==> config.mk <==
export PLATFORM = sky130hd
export DESIGN_NAME = scan_host_flat
export DESIGN_NICKNAME = d
export VERILOG_FILES = /design/src/rtl/scan_host_pkg.sv /design/src/rtl/scan_host_if.sv /design/src/rtl/scan_host.sv /design/src/flat_wrapper.sv
export SDC_FILE = /design/constraint.sdc
export NUM_CORES = 1
export LEC_CHECK = 0
export CAP_MARGIN = 0
export CORE_MARGIN = 2
export CORE_UTILIZATION = 40
export DETAILED_ROUTE_END_ITERATION = 16
export PLACE_DENSITY = 0.6
export REMOVE_ABC_BUFFERS = 1
export SYNTH_ARGS = -nofsm -noshare
export SYNTH_HDL_FRONTEND = slang
export SYNTH_SLANG_ARGS = --single-unit
==> constraint.sdc <==
create_clock -name clk -period 13.55 [get_ports clk]
set_input_delay 3.3875 -clock clk [delete_from_list [all_inputs] [get_ports clk]]
set_output_delay 3.3875 -clock clk [all_outputs]
set_load 0.01 [all_outputs]
==> src/rtl/scan_host_pkg.sv <==
// scan_host_pkg: shared widths and the sequencer state type for the scan host.
//   SCAN_IN_W  - packed DUT input vector carried in the wrapper's input cells
//   SCAN_OUT_W - captured {idle, dout[31:0]}
//   SCAN_W     - total wrapper chain length (outputs first, then inputs)
//   RUN_W      - width of the free-running cycle count
package scan_host_pkg;

  localparam int SCAN_IN_W   = 47;
  localparam int SCAN_OUT_W  = 33;
  localparam int SCAN_W      = 80;
  localparam int RUN_W       = 16;
  localparam int SHIFT_CNT_W = 7;

  localparam logic [SHIFT_CNT_W-1:0] SHIFT_LAST = SHIFT_CNT_W'(SCAN_W - 1);

  typedef enum logic [2:0] {
    IDLE    = 3'd0,
    CAPTURE = 3'd1,
    SHIFT   = 3'd2,
    TAIL    = 3'd3,
    RUN     = 3'd4
  } state_t;

endpackage

==> src/rtl/scan_host_if.sv <==
// scan_host_if: transaction-side bus of the scan host.
//   req        - start one transaction (taken only while busy=0)
//   in_vec     - packed DUT inputs applied through the chain
//   run_cycles - number of DUT clock enables after the shift
//   busy       - transaction in flight
//   out_vec    - captured {idle, dout}
//   out_valid  - one-cycle pulse when out_vec updates
//   echo_err   - sticky echo-mismatch flag
// master: transaction issuer; slave: scan_host.
interface scan_host_if;
  import scan_host_pkg::*;

  logic                  req;
  logic [SCAN_IN_W-1:0]  in_vec;
  logic [RUN_W-1:0]      run_cycles;
  logic                  busy;
  logic [SCAN_OUT_W-1:0] out_vec;
  logic                  out_valid;
  logic                  echo_err;

  modport master (
    output req, in_vec, run_cycles,
    input  busy, out_vec, out_valid, echo_err
  );

  modport slave (
    input  req, in_vec, run_cycles,
    output busy, out_vec, out_valid, echo_err
  );

endinterface

==> src/rtl/scan_host.sv <==
// scan_host: drives a scan wrapper through CAPTURE / SHIFT / TAIL / RUN.
// Each transaction captures the DUT outputs, shifts the new input vector in
// while the old chain contents come out, then lets the DUT run for
// run_cycles enables. The value returned therefore reflects the DUT state
// left by the previous transaction's RUN phase.
//   clk, rst - single clock, synchronous active-high reset
//   host     - transaction bus (scan_host_if.slave)
//   tc, ts   - wrapper capture / shift controls (registered)
//   di       - serial data into the chain (registered)
//   do_in    - wrapper's registered serial output
module scan_host
  import scan_host_pkg::*;
(
  input  logic        clk,
  input  logic        rst,
  scan_host_if.slave  host,
  output logic        tc,
  output logic        ts,
  output logic        di,
  input  logic        do_in
);

  state_t                 state, nxt;
  logic [SHIFT_CNT_W-1:0] shift_cnt;
  logic [RUN_W-1:0]       run_cnt;
  logic [RUN_W-1:0]       run_len;
  logic [SCAN_W-1:0]      tx_sr;
  logic [SCAN_W-1:0]      rx_sr;
  logic [SCAN_IN_W-1:0]   cur_vec;
  logic [SCAN_IN_W-1:0]   prev_vec;
  logic [SCAN_OUT_W-1:0]  out_vec_q;
  logic                   out_valid_q;
  logic                   echo_err_q;
  logic                   echo_vld;
  logic                   accept;
  logic                   shift_last;
  logic                   run_last;
  logic                   tc_d, ts_d, di_d;

  assign accept     = host.req && (state == IDLE);
  assign shift_last = (shift_cnt == SHIFT_LAST);
  assign run_last   = (run_cnt == (run_len - 1'b1));

  assign host.busy      = (state != IDLE);
  assign host.out_vec   = out_vec_q;
  assign host.out_valid = out_valid_q;
  assign host.echo_err  = echo_err_q;

  // State register
  always_ff @(posedge clk) begin
    if (rst) state <= IDLE;
    else     state <= nxt;
  end

  // Next-state logic
  always_comb begin
    nxt = state;
    case (state)
      IDLE:    if (accept) nxt = CAPTURE;
      CAPTURE: nxt = SHIFT;
      SHIFT:   if (shift_last) nxt = TAIL;
      TAIL:    nxt = (run_len != '0) ? RUN : IDLE;
      RUN:     if (run_last) nxt = IDLE;
      default: nxt = IDLE;
    endcase
  end

  // Output decode from the next state so the wrapper pins come straight
  // from flops and line up with the state they belong to.
  always_comb begin
    tc_d = 1'b1;
    ts_d = 1'b0;
    di_d = 1'b0;
    case (nxt)
      SHIFT: begin
        tc_d = 1'b0;
        ts_d = 1'b1;
        di_d = tx_sr[SCAN_W-1];
      end
      RUN:     tc_d = 1'b0;
      default: ;
    endcase
  end

  always_ff @(posedge clk) begin
    if (rst) begin
      tc <= 1'b1;
      ts <= 1'b0;
      di <= 1'b0;
    end else begin
      tc <= tc_d;
      ts <= ts_d;
      di <= di_d;
    end
  end

  // Phase counters; both sit at zero outside their own phase.
  always_ff @(posedge clk) begin
    if (rst) begin
      shift_cnt <= '0;
      run_cnt   <= '0;
    end else begin
      shift_cnt <= (state == SHIFT && !shift_last) ? shift_cnt + 1'b1 : '0;
      run_cnt   <= (state == RUN && !run_last)     ? run_cnt + 1'b1   : '0;
    end
  end

  // Data path: transmit/receive shift registers and latched request.
  // tx_sr holds the sequence {33 zeros, in_vec} with the next bit at the MSB;
  // it advances whenever the following cycle is a shift cycle.
  always_ff @(posedge clk) begin
    if (accept) begin
      cur_vec <= host.in_vec;
      run_len <= host.run_cycles;
      tx_sr   <= {{SCAN_OUT_W{1'b0}}, host.in_vec};
    end else if (nxt == SHIFT) begin
      tx_sr   <= tx_sr << 1;
    end
    if (state == SHIFT) rx_sr <= {rx_sr[SCAN_W-2:0], do_in};
    if (state == TAIL)  prev_vec <= cur_vec;
  end

  // Result and echo check at the end of TAIL. rx_sr[79] is the first sample
  // (idle), rx_sr[46:0] is the input vector applied by the prior transaction.
  // echo_vld is cleared by reset because an aborted shift leaves the chain
  // contents meaningless.
  always_ff @(posedge clk) begin
    if (rst) begin
      out_vec_q   <= '0;
      out_valid_q <= 1'b0;
      echo_err_q  <= 1'b0;
      echo_vld    <= 1'b0;
    end else begin
      out_valid_q <= (state == TAIL);
      if (state == TAIL) begin
        out_vec_q <= rx_sr[SCAN_W-1 -: SCAN_OUT_W];
        if (echo_vld && (rx_sr[SCAN_IN_W-1:0] != prev_vec)) echo_err_q <= 1'b1;
        echo_vld  <= 1'b1;
      end
    end
  end

endmodule

==> src/flat_wrapper.sv <==
// flat-port wrapper written by rule: the top's interface ports become plain ports
module scan_host_flat import scan_host_pkg::*;
  (clk, rst, tc, ts, di, do_in, host_req, host_in_vec, host_run_cycles, host_busy, host_out_vec, host_out_valid, host_echo_err);
  scan_host_if host_i ();
  input  logic clk;
  input  logic rst;
  output logic tc;
  output logic ts;
  output logic di;
  input  logic do_in;
  input wire logic [$bits(host_i.req)-1:0] host_req;
  input wire logic [$bits(host_i.in_vec)-1:0] host_in_vec;
  input wire logic [$bits(host_i.run_cycles)-1:0] host_run_cycles;
  output wire logic [$bits(host_i.busy)-1:0] host_busy;
  output wire logic [$bits(host_i.out_vec)-1:0] host_out_vec;
  output wire logic [$bits(host_i.out_valid)-1:0] host_out_valid;
  output wire logic [$bits(host_i.echo_err)-1:0] host_echo_err;
  assign host_i.req = host_req;
  assign host_i.in_vec = host_in_vec;
  assign host_i.run_cycles = host_run_cycles;
  assign host_busy = host_i.busy;
  assign host_out_vec = host_i.out_vec;
  assign host_out_valid = host_i.out_valid;
  assign host_echo_err = host_i.echo_err;
  scan_host u_core (.clk(clk), .rst(rst), .host(host_i), .tc(tc), .ts(ts), .di(di), .do_in(do_in));
endmodule
==> results of run 1 <==
[layer usage]
metal / up-vias / global-route usage (%) / routed length [um]
met3: 29 / 2.84 / 974
met5: - / 0 / 0
met4: 0 / 4.50 / 385
li1: 3328 / - / -
met2: 128 / 21.3 / 10100
met1: 3248 / 20.7 / 10900
[cells in the final DEF (no fill, tap or decap), types with 3 or more instances in the layout]
cell                                n
sky130_fd_sc_hd__bufinv_16          3
sky130_fd_sc_hd__buf_4              9
sky130_fd_sc_hd__inv_1              7
sky130_fd_sc_hd__mux2_2            47
sky130_fd_sc_hd__edfxtp_1         237
sky130_fd_sc_hd__clkbuf_16         36
sky130_fd_sc_hd__clkinv_1           8
sky130_fd_sc_hd__nor2b_1            4
sky130_fd_sc_hd__nor4b_1            4
sky130_fd_sc_hd__nand3_1           14
sky130_fd_sc_hd__xnor2_1           64
sky130_fd_sc_hd__xor2_1            20
sky130_fd_sc_hd__ha_1               3
sky130_fd_sc_hd__nor3_1             6
sky130_fd_sc_hd__nor4_1             6
sky130_fd_sc_hd__nor2_1            41
sky130_fd_sc_hd__clkbuf_1           8
sky130_fd_sc_hd__a31oi_1            3
sky130_fd_sc_hd__clkbuf_8           4
sky130_fd_sc_hd__clkdlybuf4s50_1  104
sky130_fd_sc_hd__dfxtp_1           98
sky130_fd_sc_hd__a21oi_1           71
sky130_fd_sc_hd__nand4_1           15
sky130_fd_sc_hd__and3_1             6
sky130_fd_sc_hd__o21ai_0            6
sky130_fd_sc_hd__nand2_1          142
[state kept, by name, indices dropped and copies added (netlist names)]
name and count:
u_core.host.out_vec 33, u_core.shift_cnt 7, u_core.di 1, u_core.run_len 16, u_core.host.out_valid 1, u_core.prev_vec 47
u_core.tx_sr 80, u_core.cur_vec 47, u_core.ts 1, u_core.tc 1, u_core.run_cnt 16, u_core.echo_vld 1
u_core.state 3, u_core.rx_sr 80, u_core.host.echo_err 1
[stage by stage]
stage               hold slack [ns]  cells  instance area [um^2]  setup WS [ns]  utilization (%)
floorplan                     0.400    828                 12100           5.30                -
global placement              0.400   1338                 13800           7.42             45.2
detailed placement            0.405   1338                 13800           7.40             45.2
CTS                           0.416   1402                 14900           7.93             49.0
global route                  0.416   1402                 14900           7.79             49.0
finish                        0.411   1402                 14900           7.95             49.0
[power by group]
group	internal (mW)	switching, mW	leakage [nW]
registers	1.19	0.0307	3.01
logic	0.0691	0.0867	1.26
clock network	0.568	0.376	0.560
total	1.83	0.493	4.83
[area by class of cell]
cell class / count / area, um^2 / area share (%)
tap: 396 / 495 / 3.32
timing repair buffer: 114 / 1110 / 7.47
inverter: 8 / 30.0 / 0.201
clock inverter: 16 / 164 / 1.10
clock buffer: 48 / 986 / 6.61
multi-input combinational: 485 / 3040 / 20.4
sequential: 335 / 9080 / 60.9
[critical path, cell delays in order]
cell and delay [ns]:
sky130_fd_sc_hd__clkdlybuf4s50_1 0.47, sky130_fd_sc_hd__and2_4 0.56, sky130_fd_sc_hd__buf_4 0.93, sky130_fd_sc_hd__mux2_2 0.42
[final timing paths]
kind | cells after the start | slack [ns] | startpoint | to
hold / removal | 0 | 0.41 | u_core.cur_vec[29] | u_core.prev_vec[29]
setup reg to reg | 7 | 10.46 | u_core.run_len[3] | u_core.tc
setup / recovery | 4 | 7.95 | host_req | u_core.tx_sr[22]
hold reg to reg | 0 | 0.41 | u_core.cur_vec[29] | u_core.prev_vec[29]
[cells by family after synthesis]
group | share of synthesized area (%)
buffers and inverters | 1.41
muxes | 4.39
adders and majority gates | 0.306
xor gates and xnor gates | 5.99
AOI/OAI and AO/OA | 4.38
and+or+nand+nor | 9.58
DFF | 73.9
==> reports/metrics.cfg, run 1 <==
[run_status]
outcome=complete, no violations

[sta]
pin_slew_with_the_least_headroom_to_its_limit_ns=1.07
layout_min_cycle_time_ns=5.60
report.final.slew_viol_count=0
max_transition_margin_pct=28.6
fmax_mhz=179
rsz_0062_raised_after_global_routing=no
hold_violations_final=0
setup_total_negative_slack_ns=0
clock-skew-final_ns=0.0250
setup-violations-final=0
final_min_period_over_clock_period_pct=41.3

[clock_network]
cts_buffer_depth=3
cts.clk_slew.worst_paths_ns=0.06
cts_setup_buffers=0
clock_insertion_delay_worst_skew_ns=0.52
cts_tree=done
cts.htree.levels=2
numCtsBuffers=35
ctsRootBufferMaster=sky130_fd_sc_hd__clkbuf_16
cts_hold_buffers=0
ctsResizeCount=0
clock_sinks=335

[synthesis]
register_area_share_after_synthesis_pct=73.9
synth_async_sr_flop_share_pct=0
synth.yosys.warnings=0
ys_types=49
synth_top_cell_area_share_pct=58.0
synth_seq_cells=335
yosys.area.top_type=sky130_fd_sc_hd__edfxtp_1
syn_inst=862
synth_area_mm2=0.0123
post-synth-top-count-cell=sky130_fd_sc_hd__edfxtp_1
synthesis.area_per_instance_um2=14.2
synth_edf_count=237
ys_top_cells_by_count=sky130_fd_sc_hd__edfxtp_1, sky130_fd_sc_hd__nand2_1, sky130_fd_sc_hd__dfxtp_1
postSynth.topFlopCell=sky130_fd_sc_hd__edfxtp_1
synth_top_cells_by_area=sky130_fd_sc_hd__edfxtp_1, sky130_fd_sc_hd__dfxtp_1, sky130_fd_sc_hd__xnor2_1

[grt]
initial_antenna_violation_count=0
grt_max_degree=95
grt.overflow.total=0
grt_util_all_layers_pct=14.2
number_of_global_route_vias_before_repair=6389
grt_first_pass_wirelength_um=35100

[die]
die_height_um=179
die-area_mm2=0.0321
dieWidth_um=179
floorplan.initialDensity_pct=40.3
coreArea_mm2=0.0304
row_count=64
num_io_pins=106

[critical_path]
critical_path.endpoint_type=register
crit_path_max_fanout=94
worst-endpoint-arrival_ns=5.85
crit_path_start_kind=input pin
critical_path_required_ns=13.80
timing_worst_setup_path_type=in -> reg

[placed_design]
globalplace.congestion=0.785
io_buffers=105
post_detailed_placement_half_perimeter_wirelength_um=14300

[route]
vias_per_cell=4.80
detail_route.first_pass.iterations=4
detail_route.drc_violations=0
drt_iter0_markers=442
ant_nets=0
aggregate_routed_wire_length_um=22300
routed_wire_length_per_instance_um=15.9
detailroute.via_count=6733

[final_layout]
synthToLayoutAreaGrowth_pct=21.4
drive_above_1_share_pct=11.9
nets=1049
antenna_cells=0
fillCellCount=2677

[power]
vdd.ir_drop.worst_mv=0.0831
power.density_mw_per_mm2=156
leakagePower_nw=4.83
total_power_mw=2.32

[job]
cap_violations=0

[worst_hold_path]
holdCritPathClass=reg -> reg

Note: power is estimated with default switching activity, not from simulation.
==> run 2, diff against run 1 <==
==> constraint.sdc (replaced) <==
create_clock -name clk -period 5.4 [get_ports clk]
set_input_delay 1.35 -clock clk [delete_from_list [all_inputs] [get_ports clk]]
set_output_delay 1.35 -clock clk [all_outputs]
set_load 0.01 [all_outputs]
==> run 2 against run 1 <==
Clock skew is 0.0078 ns lower; total power grew to 2.5 times the previous value; utilization is 0.091 points higher; count of clock-buffer cells in the layout is 2 higher; register-to-register slack worse by 8.0 ns; clock power grew to 2.6 times the previous value; cell area is 0.19% higher; highest routed layer unchanged.
==> reports/metrics.cfg, run 2 (synthesis gave the netlist of run 1 again) <==
[critical_path]
path_cells=clkdlybuf4s50_1, and2_4, nand2b_2, buf_4
reg2reg_setup_slack_ns=2.42
worst-endpoint-arrival_ns=3.39
r2r-end=u_core.tx_sr[28]
r2r.worst_path.cells=8
crit_path_start_kind=input pin
timing_worst_setup_path_type=in -> reg
worst-path-buf-inv=2
setup.worst_path.start=host_req
cp_num_cells=4
timing.critical_path.slowest_stage_cell=sky130_fd_sc_hd__nand2b_2
r2r_start=u_core.shift_cnt[0]
slowest_delay_ns=0.58
crit_path_max_fanout=44
setup.worst_path.end=u_core.tx_sr[28]
critical_path.endpoint_type=register
critical_path_required_ns=5.55
cell_family_with_most_cp_delay=simple AND/OR/NAND/NOR gates

[die]
dieWidth_um=179
num_io_pins=106
floorplan.initialDensity_pct=40.3
die-area_mm2=0.0321
row_count=64
coreArea_mm2=0.0304
die_height_um=179

[power]
power.density_mw_per_mm2=394
p_seq_share_pct=52.2
p_int_mw=4.64
power.share.switching_pct=21.1
pwr-share-clk_pct=41.2
netSwitchingPower_mw=1.24
vdd.ir_drop.worst_mv=0.247
total_power_mw=5.88
comb_power_share_pct=6.7
leakagePower_nw=4.84

[final_layout]
reg_top3=u_core.rx_sr x80, u_core.tx_sr x80
synthToLayoutAreaGrowth_pct=21.6
most-common-layout-cells=sky130_fd_sc_hd__edfxtp_1, sky130_fd_sc_hd__nand2_1, sky130_fd_sc_hd__clkdlybuf4s50_1, sky130_fd_sc_hd__dfxtp_1, sky130_fd_sc_hd__a21oi_1
antenna_cells=0
nets=1049
fillCellCount=2652
final_core_utilization_pct=49.1
post-route-cell-area_mm2=0.0149
most_common_cell_after_layout_fill_and_taps_aside=sky130_fd_sc_hd__edfxtp_1
instances_no_fill=1400
drive_above_1_share_pct=12.5

[route]
drt_iter0_markers=498
detail_route.first_pass.iterations=6
aggregate_routed_wire_length_um=22600
vias_per_cell=4.83
ant_nets=0
detail_route.drc_violations=0
detailroute.via_count=6756
routed_wire_length_per_instance_um=16.1

[sta]
report.final.slew_viol_count=0
setup-violations-final=0
rsz_0062_raised_after_global_routing=no
setup_total_negative_slack_ns=0
layout_min_cycle_time_ns=3.24
hold_violations_final=0
clock-skew-final_ns=0.0172
pin_slew_with_the_least_headroom_to_its_limit_ns=1.10
max_transition_margin_pct=26.5
fmax_mhz=308
finalWorstSetupSlack_ns=2.16
final_min_period_over_clock_period_pct=60.1
fin_hold_ws_ns=0.405

[clock_network]
clock_insertion_delay_worst_skew_ns=0.50
cts_setup_buffers=0
cts_tree=done
ctsRootBufferMaster=sky130_fd_sc_hd__clkbuf_16
cts.htree.levels=2
ctsResizeCount=0
clock_sinks=335
cts_hold_buffers=0
cts_buffer_depth=3
numCtsBuffers=35
cts.clk_slew.worst_paths_ns=0.06

[placed_design]
pre_cts_ws_ns=1.57
place.detailed.instances=1338
io_buffers=105
globalplace.congestion=0.768
place_area_mm2=0.0138
post_detailed_placement_half_perimeter_wirelength_um=14400

[worst_hold_path]
holdCritPathClass=reg -> reg

[job]
cap_violations=0

[grt]
grt_max_degree=60
grt.overflow.total=0
number_of_global_route_vias_before_repair=6436
grt_util_all_layers_pct=14.2
grt_first_pass_wirelength_um=35200
initial_antenna_violation_count=0

[run_status]
outcome=complete, no violations

## run 2: changes by cell type in the layout (fill, tap and decap cells not counted)
cell                         before  now
sky130_fd_sc_hd__inv_6            1    0
sky130_fd_sc_hd__clkinv_2         2    5
sky130_fd_sc_hd__clkinv_8         1    0
sky130_fd_sc_hd__clkinvlp_4       0    3
sky130_fd_sc_hd__clkinv_1         8    1
sky130_fd_sc_hd__clkinv_4         1    0
sky130_fd_sc_hd__clkbuf_16       36   38
## run 2: how the worst min path moves through the flow
| stage | from | to | slack [ns] | cells after the start |
|---|---|---|---|---|
| after global routing | u_core.cur_vec[20] | u_core.prev_vec[20] | 0.41 | 0 |
| after detailed placement | u_core.cur_vec[26] | u_core.prev_vec[26] | 0.40 | 0 |
| after CTS | u_core.cur_vec[28] | u_core.prev_vec[28] | 0.41 | 0 |
| after global placement | u_core.cur_vec[34] | u_core.prev_vec[34] | 0.40 | 0 |
| final | u_core.cur_vec[28] | u_core.prev_vec[28] | 0.40 | 0 |
| after floorplan | u_core.cur_vec[0] | u_core.prev_vec[0] | 0.40 | 0 |
## run 2: worst reg2reg max path, cell delays in order (launching register included)
cell	delay, ns
sky130_fd_sc_hd__dfxtp_1	0.35
sky130_fd_sc_hd__ha_1	0.19
sky130_fd_sc_hd__nand3_1	0.14
sky130_fd_sc_hd__nor4b_1	0.51
sky130_fd_sc_hd__nor3b_1	0.14
sky130_fd_sc_hd__o21bai_2	0.15
sky130_fd_sc_hd__buf_4	0.36
sky130_fd_sc_hd__nand2b_2	0.42
sky130_fd_sc_hd__buf_4	0.40
## run 2: cell type report
class                      count  area (um^2)  area share [%]
clock buffer                  50         1040            6.94
clock inverter                12          141           0.947
inverter                       8         30.0           0.201
multi-input combinational    485         3040            20.4
sequential                   335         9080            60.8
tap                          396          495            3.32
timing repair buffer         114         1110            7.46
## run 2: per-layer routing
layer / wire (um) / share of wire (%) / global-route usage (%) / vias up
met2: 10000 / 44 / 21.5 / 148
li1: - / - / - / 3323
met5: 0 / 0 / 0 / -
met4: 436 / 1.9 / 4.00 / 0
met3: 1060 / 4.7 / 2.86 / 31
met1: 11100 / 49 / 20.9 / 3254
## run 2: power groups by stage
stage / sequential (mW) / clock (mW) / combinational [mW]
after floorplan: 3.11 / 0 / 0.246
after global placement: 3.12 / 0 / 0.394
after detailed placement: 3.12 / 0 / 0.402
after CTS: 3.07 / 2.49 / 0.403
after global routing: 3.08 / 2.59 / 0.433
final: 3.07 / 2.42 / 0.394
